[config.mk]
export PLATFORM = sky130hd
export DESIGN_NAME = ref_window_loader
export DESIGN_NICKNAME = d
export VERILOG_FILES = /design/src/rtl/subpel_pkg.sv /design/src/rtl/window_bank.sv /design/src/rtl/ref_window_loader.sv
export SDC_FILE = /design/constraint.sdc
export NUM_CORES = 2
export LEC_CHECK = 0
export CORE_MARGIN = 3
export CORE_UTILIZATION = 40
export CTS_CLUSTER_SIZE = 28
export DETAILED_ROUTE_END_ITERATION = 7
export PLACE_DENSITY = 0.64
export SYNTH_ARGS = -nofsm -noshare
export SYNTH_HDL_FRONTEND = slang
export SYNTH_SLANG_ARGS = --single-unit
export TNS_END_PERCENT = 50
[constraint.sdc]
create_clock -name clk -period 6.92 [get_ports clk]
set_input_delay 1.384 -clock clk [delete_from_list [all_inputs] [get_ports clk]]
set_output_delay 1.384 -clock clk [all_outputs]
set_load 0.1 [all_outputs]
[src/rtl/subpel_pkg.sv]
// rtl/subpel_pkg.sv - shared sizes, types and index helper for the subpixel reference path
package subpel_pkg;

    localparam int NUM_PIXEL_DEF = 8;
    localparam int WIN_DEF       = NUM_PIXEL_DEF + 7;
    localparam int TAPS          = 8;

    typedef logic [7:0]  pixel_t;
    typedef logic [63:0] tap_vec_t;

    typedef enum logic {
        LOAD,
        DRAIN
    } ld_state_t;

    // Increment an 8-bit index, wrapping to 0 after max.
    function automatic logic [7:0] wrap_inc(input logic [7:0] v, input logic [7:0] max);
        return (v == max) ? 8'd0 : v + 8'd1;
    endfunction

endpackage

[src/rtl/window_bank.sv]
// rtl/window_bank.sv - WIN x WIN pixel store with one write port and an 8-tap horizontal read mux
module window_bank
    import subpel_pkg::*;
#(
    parameter  int NUM_PIXEL = NUM_PIXEL_DEF,
    parameter  int PIX_W     = 8,
    localparam int WIN       = NUM_PIXEL + 7,
    localparam int IDX_W     = $clog2(WIN)
) (
    input  logic                  clk,
    input  logic                  we,
    input  logic [IDX_W-1:0]      wr_row,
    input  logic [IDX_W-1:0]      wr_col,
    input  logic [PIX_W-1:0]      wr_data,
    input  logic [IDX_W-1:0]      rd_row,
    input  logic [IDX_W-1:0]      rd_col,
    output logic [TAPS*PIX_W-1:0] rd_tap
);

    logic [PIX_W-1:0] mem [WIN][WIN];

    // Contents are don't-care after reset, so the array carries no reset.
    always_ff @(posedge clk) begin
        if (we) begin
            mem[wr_row][wr_col] <= wr_data;
        end
    end

    // Tap k comes from column rd_col+k; tap 0 lands in the low byte.
    always_comb begin
        rd_tap = '0;
        for (int k = 0; k < TAPS; k++) begin
            rd_tap[k*PIX_W +: PIX_W] = mem[rd_row][rd_col + IDX_W'(k)];
        end
    end

endmodule

[src/rtl/ref_window_loader.sv]
// rtl/ref_window_loader.sv - raster pixel loader draining 8-tap FIR vectors; REF_WINDOW_LOADER_PING_PONG_EN adds a second bank
module ref_window_loader
    import subpel_pkg::*;
#(
    parameter int NUM_PIXEL = NUM_PIXEL_DEF,
    parameter int PIX_W     = 8
) (
    input  logic                  clk,
    input  logic                  reset,
    input  logic [PIX_W-1:0]      pix_in,
    input  logic                  pix_valid,
    output logic                  pix_ready,
    output logic [TAPS*PIX_W-1:0] tap_data,
    output logic [7:0]            tap_row,
    output logic [7:0]            tap_col,
    output logic                  tap_valid,
    output logic                  tap_last,
    input  logic                  tap_ready
);

    localparam int         WIN    = NUM_PIXEL + 7;
    localparam int         IDX_W  = $clog2(WIN);
    localparam logic [7:0] WIN_M1 = 8'(WIN - 1);
    localparam logic [7:0] COL_M1 = 8'(NUM_PIXEL - 1);

`ifdef REF_WINDOW_LOADER_PING_PONG_EN
    localparam logic PING_PONG = 1'b1;
`else
    localparam logic PING_PONG = 1'b0;
`endif

    ld_state_t             state, state_n;
    logic [7:0]            ld_row, ld_col;
    logic [1:0]            full, full_n;
    logic                  wr_sel, wr_sel_n;
    logic                  rd_sel, rd_sel_n;
    logic                  pix_fire, fill_done, tap_fire, drain_done;
    logic                  start_next;
    logic                  load_first, advance, go_idle;
    logic                  pix_ready_n;
    logic [7:0]            rd_row_n, rd_col_n;
    logic [TAPS*PIX_W-1:0] rd_tap;

    assign pix_fire   = pix_valid & pix_ready;
    assign fill_done  = pix_fire && (ld_row == WIN_M1) && (ld_col == WIN_M1);
    assign tap_fire   = tap_valid & tap_ready;
    assign drain_done = tap_fire & tap_last;

    // A bank stays full from its last pixel until its tap_last handshake.
    always_comb begin
        full_n = full;
        if (drain_done) begin
            full_n[rd_sel] = 1'b0;
        end
        if (fill_done) begin
            full_n[wr_sel] = 1'b1;
        end
        wr_sel_n   = wr_sel ^ (fill_done & PING_PONG);
        rd_sel_n   = rd_sel ^ (drain_done & PING_PONG);
        start_next = full_n[rd_sel_n];
    end

    always_ff @(posedge clk or posedge reset) begin
        if (reset) begin
            state <= LOAD;
        end else begin
            state <= state_n;
        end
    end

    always_comb begin
        state_n = state;
        case (state)
            LOAD:    if (start_next) state_n = DRAIN;
            DRAIN:   if (drain_done && !start_next) state_n = LOAD;
            default: state_n = LOAD;
        endcase
    end

    // rd_row_n/rd_col_n address the tap registered at the next edge.
    always_comb begin
        load_first  = 1'b0;
        advance     = 1'b0;
        go_idle     = 1'b0;
        rd_row_n    = '0;
        rd_col_n    = '0;
        pix_ready_n = !full_n[wr_sel_n];
        case (state)
            LOAD: begin
                load_first = start_next;
            end
            DRAIN: begin
                if (tap_fire) begin
                    if (tap_last) begin
                        load_first = start_next;
                        go_idle    = !start_next;
                    end else begin
                        advance  = 1'b1;
                        rd_col_n = wrap_inc(tap_col, COL_M1);
                        rd_row_n = (tap_col == COL_M1) ? tap_row + 8'd1 : tap_row;
                    end
                end
            end
            default: ;
        endcase
    end

    always_ff @(posedge clk or posedge reset) begin
        if (reset) begin
            ld_row <= '0;
            ld_col <= '0;
            full   <= '0;
            wr_sel <= 1'b0;
            rd_sel <= 1'b0;
        end else begin
            full   <= full_n;
            wr_sel <= wr_sel_n;
            rd_sel <= rd_sel_n;
            if (pix_fire) begin
                ld_col <= wrap_inc(ld_col, WIN_M1);
                if (ld_col == WIN_M1) begin
                    ld_row <= wrap_inc(ld_row, WIN_M1);
                end
            end
        end
    end

    always_ff @(posedge clk or posedge reset) begin
        if (reset) begin
            pix_ready <= 1'b0;
            tap_valid <= 1'b0;
            tap_last  <= 1'b0;
            tap_data  <= '0;
            tap_row   <= '0;
            tap_col   <= '0;
        end else begin
            pix_ready <= pix_ready_n;
            if (load_first || advance) begin
                tap_valid <= 1'b1;
                tap_row   <= rd_row_n;
                tap_col   <= rd_col_n;
                tap_data  <= rd_tap;
                tap_last  <= advance && (rd_row_n == WIN_M1) && (rd_col_n == COL_M1);
            end else if (go_idle) begin
                tap_valid <= 1'b0;
                tap_last  <= 1'b0;
                tap_row   <= '0;
                tap_col   <= '0;
                tap_data  <= '0;
            end
        end
    end

`ifdef REF_WINDOW_LOADER_PING_PONG_EN
    logic [TAPS*PIX_W-1:0] bank0_tap, bank1_tap;

    window_bank #(.NUM_PIXEL(NUM_PIXEL), .PIX_W(PIX_W)) u_bank0 (
        .clk     (clk),
        .we      (pix_fire & ~wr_sel),
        .wr_row  (ld_row[IDX_W-1:0]),
        .wr_col  (ld_col[IDX_W-1:0]),
        .wr_data (pix_in),
        .rd_row  (rd_row_n[IDX_W-1:0]),
        .rd_col  (rd_col_n[IDX_W-1:0]),
        .rd_tap  (bank0_tap)
    );

    window_bank #(.NUM_PIXEL(NUM_PIXEL), .PIX_W(PIX_W)) u_bank1 (
        .clk     (clk),
        .we      (pix_fire & wr_sel),
        .wr_row  (ld_row[IDX_W-1:0]),
        .wr_col  (ld_col[IDX_W-1:0]),
        .wr_data (pix_in),
        .rd_row  (rd_row_n[IDX_W-1:0]),
        .rd_col  (rd_col_n[IDX_W-1:0]),
        .rd_tap  (bank1_tap)
    );

    assign rd_tap = rd_sel_n ? bank1_tap : bank0_tap;
`else
    window_bank #(.NUM_PIXEL(NUM_PIXEL), .PIX_W(PIX_W)) u_bank0 (
        .clk     (clk),
        .we      (pix_fire),
        .wr_row  (ld_row[IDX_W-1:0]),
        .wr_col  (ld_col[IDX_W-1:0]),
        .wr_data (pix_in),
        .rd_row  (rd_row_n[IDX_W-1:0]),
        .rd_col  (rd_col_n[IDX_W-1:0]),
        .rd_tap  (rd_tap)
    );
`endif

endmodule

== Word-level counts from Yosys, hierarchy flattened ==
Memory sizes are Yosys's and may differ from the RTL's.
Index checks and enable logic that the tools add are counted.

* Flip-flop bits (word level): 102
* Logic and storage cells: 120
* Bits of input ports: 12
* Memories: 1
* Output and inout port bits: 83
* Bits in writable memories: 1800

{| class="wikitable"
|+ Memory list
! memory !! depth !! width !! rd ports !! clocked after Yosys merged registers in !! write ports !! line !! source
|-
| u_bank0.mem || 15 || 120 || 1 || 0 || 1 || window_bank.sv:20 || <nowiki>logic [PIX_W-1:0] mem [WIN][WIN];</nowiki>
|}

* Eq/ne operators: 5
* Multiplexer cells: 60
* Reduce and logical (&&, ||, !) cells: 10
* Magnitude comparators: 10
* Bitwise gates (word level): 13
* Add/sub/neg operators: 11

{| class="wikitable"
|+ Operators by type and width
! operator !! count
|-
| 8-bit binary-select mux with 4-bit select || 8
|-
| 8-bit two-way mux || 30
|-
| 64-bit two-way mux || 2
|-
| 120-bit two-way mux || 1
|-
| 5-bit greater-or-equal comparator, second input constant || 9
|-
| 4-bit NOT with 5-bit output || 9
|-
| 8-bit by 1-bit adder with 8-bit output, second input constant || 4
|-
| 8-bit demux with 4-bit select || 1
|-
| 8-bit by 4-bit == test with 1-bit output, second input constant || 3
|-
| 4-bit by 3-bit adder with 4-bit output, second input constant || 4
|-
| 8-bit by 3-bit == test with 1-bit output, second input constant || 2
|-
| 1-bit two-way mux || 16
|-
| 4-bit by 2-bit adder with 4-bit output, second input constant || 2
|-
| 1-bit logical AND || 6
|-
| 5-bit by 1-bit less-than comparator with 1-bit output, second input constant || 1
|-
| 4-bit by 1-bit adder with 4-bit output, second input constant || 1
|-
| 1-bit case mux with 2 select lines || 2
|-
| 1-bit bitwise AND || 3
|-
| 2-bit AND reduction || 1
|-
| 2-bit nonzero test || 1
|-
| 1-bit logical NOT || 1
|-
| 1-bit logical OR || 1
|-
| 1-bit NOT || 1
|}

== Longest topological paths before layout ==
* Depth after elaboration: 11
* Gate-level depth with buffers: 19
* Mapped depth without buffers: 14

== Hierarchy ==
From an unflattened synthesis, not the netlist that was laid out.

* Cell total of the unflattened synthesis: 4920
* Area, all modules: 81801.0 um^2

{| class="wikitable"
|+ By module, submodules not included
! module !! cells each !! instances !! area each (um^2) !! sequential area each (um^2)
|-
| window_bank || 4545 || 1 || 77399.2 || 54051.8
|-
| ref_window_loader || 375 || 1 || 4401.7 || 2527.4
|}

== Worst setup path before layout ==
No wires, ideal clock.

* Path type: register to register
* From: reg tap_col[0]
* To: reg tap_data[46]
* Required time: 6.843 ns
* Clock period less this slack: 5.108 ns
* Setup time: 0.077 ns
* Path buffers: 8
* Cell stages (with the launch flop): 19
* Arrival time: 5.031 ns
* Setup slack: 1.812 ns
* Path through: dfrtp_1 ha_1 nand4bb_1 buf_2 nor2_1 or3_1 clkbuf_1 buf_2 buf_1 buf_1 buf_2 ha_1 inv_2 clkbuf_1 clkbuf_1 nor3_1 a221oi_1 o31ai_1 a21oi_1

* Cells in the longest elaborated chain, start to end: 11
* Elaborated cells on any way between the ends: 17
* Those cells by class: add/sub (2); eq/ne (1); mux (12); bitwise (1); memory (1)

{| class="wikitable"
|+ Ends and longest elaborated chain
! what !! line !! source
|-
| start: declaration || ref_window_loader.sv:15 || <nowiki>output logic [7:0] tap_col,</nowiki>
|-
| start signal: assignment || ref_window_loader.sv:141 || <nowiki>tap_col <= rd_col_n;</nowiki>
|-
| 8-bit by 1-bit adder with 8-bit output / 8-bit by 3-bit == test with 1-bit output (equally long branches) || subpel_pkg.sv:18, ref_window_loader.sv:100 ||
|-
| 8-bit two-way mux || subpel_pkg.sv:18 || <nowiki>return (v == max) ? 8'd0 : v + 8'd1;</nowiki>
|-
| 8-bit two-way mux || ref_window_loader.sv:94 || <nowiki>if (tap_last) begin</nowiki>
|-
| 8-bit two-way mux || ref_window_loader.sv:93 || <nowiki>if (tap_fire) begin</nowiki>
|-
| 8-bit two-way mux || ref_window_loader.sv:88 || <nowiki>case (state)</nowiki>
|-
| 4-bit by 3-bit adder with 4-bit output || window_bank.sv:33 || <nowiki>rd_tap[k*PIX_W +: PIX_W] = mem[rd_row][rd_col + IDX_W'(k)];</nowiki>
|-
| 4-bit NOT with 5-bit output (not written as such) || window_bank.sv:33 ||
|-
| 8-bit binary-select mux with 4-bit select (*) || window_bank.sv:33 ||
|-
| 8-bit two-way mux (not written as such) (*) (2 in series) || window_bank.sv:33 ||
|-
| 64-bit two-way mux (*) || ref_window_loader.sv:138 || <nowiki>if (load_first || advance) begin</nowiki>
|-
| end signal: assignment || ref_window_loader.sv:142 || <nowiki>tap_data <= rd_tap;</nowiki>
|-
| end: declaration || ref_window_loader.sv:13 || <nowiki>output logic [TAPS*PIX_W-1:0] tap_data,</nowiki>
|}

Mark *: on every way between the ends. The rest lies on a longest branch, timed or not. The select of a mux whose other input is x is not followed.
A chain may end at the register's enable or synchronous reset.

== Final worst setup path ==
* From: in tap_ready
* To: reg tap_data[27]

* Cells in the longest elaborated chain, start to end: 9
* Elaborated cells on any way between the ends: 26
* Those cells by class: add/sub (1); mux (18); bitwise (3); reduce/logical (3); memory (1)

{| class="wikitable"
|+ Ends and longest elaborated chain
! what !! line !! source
|-
| start: declaration || ref_window_loader.sv:18 || <nowiki>input logic tap_ready</nowiki>
|-
| 1-bit bitwise AND (*) || ref_window_loader.sv:46 || <nowiki>assign tap_fire = tap_valid & tap_ready;</nowiki>
|-
| 8-bit two-way mux / 1-bit bitwise AND (equally long branches) || ref_window_loader.sv:93, ref_window_loader.sv:47 ||
|-
| 8-bit two-way mux / 1-bit two-way mux (equally long branches) || ref_window_loader.sv:88, ref_window_loader.sv:52 ||
|-
| 4-bit by 2-bit adder with 4-bit output / 1-bit two-way mux (equally long branches) || window_bank.sv:33, ref_window_loader.sv:55 ||
|-
| 4-bit NOT with 5-bit output (not written as such) (tied with other cells) || window_bank.sv:33 ||
|-
| 8-bit binary-select mux with 4-bit select (tied with other cells) || window_bank.sv:33 ||
|-
| 8-bit two-way mux (not written as such) (tied with other cells) (2 in series) || window_bank.sv:33 ||
|-
| 64-bit two-way mux / 2-bit nonzero test (equally long branches) || -- ||
|}

Marks and branches as above.

==> flow_summary.yaml <==
sta:
  period_needed_ns: 6.43
  rsz0062_at_grt: "false"
  final.setup.tns_ns: 0
  fin_skew_ns: 0.0648
  slew_headroom: 0.00522
  timing.final.setup_violations: 0
  tightestPinTransition_ns: 1.49
  period_share: 0.929
  hold_viol_final: 0
  worst_slack_ns: 0.494
  maxClockFrequency_mhz: 156
  max_slew_violations: 0
power_and_ir_drop:
  power_report.internal_total_mw: 19.1
  p_switching_mw: 7.52
  comb_power_share: 0.131
  p_clk_frac: 0.370
  switching_share: 0.283
  leakagePower_nw: 29.7
  pwr_density_cell_nw_per_um2: 291
  pwr-share-seq: 0.499
  power.ir.vdd_worst_uv: 329
cts:
  post_cts_repair_timing_setup_buffer_count: 0
  postCtsResizedCells: 0
  ctsHoldBuffers: 0
  path_clk_slew_ns: 0.06
  clockRootBuffer: "clkbuf_16"
  cts.sinks: 1901
  clock_latency_reported_for_the_late_side_of_the_worst_skew_pair_ns: 0.87
  cts_buffer_depth: 3
  tritoncts: "done"
  num_cts_buffers: 184
  cts_htree_levels: 4
logic_synthesis:
  synth_warnings: 0
  mappedNetlistNets: 6002
  asyncSetResetFlopFracSynth: 0.0531
  ys_top_cells_by_count: "edfxtp_1 (1800), nand2_1 (841), nor2_1 (358)"
  yosys.cell_count.top_type: "edfxtp_1"
  netlist_instances: 5972
  synth_top_cells_by_area: "edfxtp_1 (67%), nand2_1 (3.9%), mux2i_1 (3.9%)"
  synth-seq-area-share: 0.699
  average_footprint_of_a_synthesized_cell_um2: 13.5
  synth_enable_flop_cells: 1800
  synth_top_flop_cell: "edfxtp_1"
  synth_cell_types: 92
  synth.largest_area_cell: "edfxtp_1"
  netlist_area_um2: 80900
  synth-seq-cells: 1901
  synthDominantCellAreaShare: 0.668
detailed_routing:
  route.detailed.drc: 1
  routed-wl-met3_um: 35200
  dr.max_layer_used: "met5"
  antenna_left: 0
  route.vias.total: 56333
  wl_met1_um: 112000
  avgViaCountPerCell: 6.38
  dr_wl_met2_um: 126000
  wl_per_cell_um: 32.9
  drt_first_pass_iters: 8
  finalWirelength_um: 291000
  iter_0_drt_violations: 9279
hold_path:
  min_path_type: "flop to flop"
floorplan:
  placement_rows: 164
  dieHeight_um: 456
  die-width_um: 456
  floorplan.die_area_um2: 208000
  start_util: 0.404
  fp.coreArea_um2: 200000
  floorplan.io_pins: 95
placed_design:
  dpl_worst_slack_ns: 0.217
  finalWeightedCongestion: 1.03
  place.port_buffers: 94
  dp_hpwl_um: 182000
critical_path:
  critPathKind: "input pin to flop"
  critical_path.max_fanout: 10
  timing.critical_path.required_ns: 7.71
  worstPathArrival_ns: 7.22
  crit_path_end_kind: "flop"
  timing.critical_path.from_type: "input pin"
outcome:
  violated_checks: "design-rule violations, max-capacitance violations"
  run_status: "finished, violations left"
grt:
  grt_antenna_before_repair: 15
  grt_remaining_overflow: 0
  grt_start_max_net_pins: 181
  globalRouteTotalUtil: 0.271
  grt_pass1_wl_um: 407000
  vias_in_the_first_global_route: 52598
finish:
  drive_gt1_frac: 0.0990
  fillCellCount: 17593
  finish.net_count: 6059
  flow.area_growth_from_synthesis_pct: 12.9
run:
  max_cap_check_violation_count: 1
[cells by family after synthesis]
kind of cell             share of synthesized area
multiplexers                                0.0490
XOR/XNOR                                   0.00260
adder cells (fa/ha/maj)                    0.00278
AO/OA/AOI/OAI                                0.124
flip-flops                                   0.699
AND/OR/NAND/NOR                             0.0959
buffers and inverters                       0.0268
[metal layers]
layer,GRT usage,up-vias
met2,0.397,3877
li1,-,23220
met5,0,-
met3,0.0691,691
met4,0.150,2
met1,0.369,28543
[through the flow]
step | hold WS [ns] | power (mW) | std cells | util | cell area (um2)
floorplan | 0.447 | 15.5 | 5972 | - | 80900
global placement | 0.464 | 16.9 | 8499 | 0.427 | 85600
detailed placement | 0.475 | 16.9 | 8499 | 0.427 | 85600
CTS | 0.489 | 26.6 | 8829 | 0.456 | 91300
global route | 0.505 | 27.2 | 8829 | 0.456 | 91300
finish | 0.488 | 26.6 | 8836 | 0.456 | 91400
[critical path: stages]
cell	delay [ns]
clkdlybuf4s50_1	0.55
nand4b_2	0.56
a211oi_4	0.58
buf_4	0.31
o21ai_0	0.18
a211oi_1	0.92
a2111oi_0	0.17
buf_4	0.21
a211oi_1	0.99
mux2i_1	0.27
mux2i_1	0.51
mux2i_1	0.17
nor3_1	0.23
a221o_1	0.15
[layout by cell type (no fill, tap or decap), drive strengths merged, types with 16 or more instances in the layout]
| cell | instances |
|---|---|
| edfxtp | 1800 |
| nand2 | 846 |
| nor2 | 359 |
| a21oi | 320 |
| mux2i | 313 |
| o21ai | 290 |
| clkbuf | 240 |
| buf | 239 |
| a211oi | 234 |
| and3 | 229 |
| nand3 | 144 |
| dfrtp | 101 |
| clkdlybuf4s50 | 84 |
| clkinv | 68 |
| a22oi | 66 |
| a31oi | 65 |
| a32oi | 63 |
| o211ai | 53 |
| o22ai | 47 |
| o221ai | 42 |
| nor3 | 39 |
| a211o | 36 |
| a2111oi | 35 |
| nor4 | 29 |
| a22o | 28 |
| o311a | 26 |
| mux4 | 25 |
| inv | 25 |
| mux2 | 24 |
| o211a | 20 |
| and2 | 18 |
| ha | 18 |
| nand4 | 17 |
| a221o | 16 |
| xnor2 | 16 |
[power by group through the flow]
stage	Combinational [mW]	Clock [mW]	Sequential, mW
after floorplan	0.848	0	14.7
final	3.49	9.84	13.3
after CTS	3.44	9.88	13.2
after global placement	3.41	0	13.5
after global routing	3.57	10.3	13.3
after detailed placement	3.44	0	13.5
[final cells by class]
class	count	area (um2)	share of cell area
multi-input cells	3601	22300	0.245
clock inverters	93	823	0.00901
repair buffers	326	3280	0.0359
flip-flops and latches	1901	56600	0.619
inverters	15	58.8	0.000644
well taps	2656	3320	0.0364
diodes	7	17.5	0.000192
clock buffers	237	4940	0.0541
[sequential cells by signal (all words and copies together) (netlist names)]
name / cells
full: 1
ld_col: 8
ld_row: 8
pix_ready: 1
state: 1
tap_col: 8
tap_data: 64
tap_last: 1
tap_row: 8
tap_valid: 1
u_bank0.mem: 1800
[worst paths after layout]
check	slack, ns	from	endpoint	cells past startpoint
hold / removal	0.49	ld_row[7]$_DFFE_PP0P_	ld_row[7]$_DFFE_PP0P_	1
min in group asynchronous	1.14	reset	tap_data[47]$_DFFE_PP0P_	2
hold reg to reg	0.49	ld_row[7]$_DFFE_PP0P_	ld_row[7]$_DFFE_PP0P_	1
setup reg to reg	0.55	tap_row[0]$_DFFE_PP0P_	tap_data[27]$_DFFE_PP0P_	13
max in group asynchronous	4.57	reset	tap_data[48]$_DFFE_PP0P_	3
setup / recovery	0.49	tap_ready	tap_data[27]$_DFFE_PP0P_	14
No activity file was read; power rests on OpenSTA's default activity.
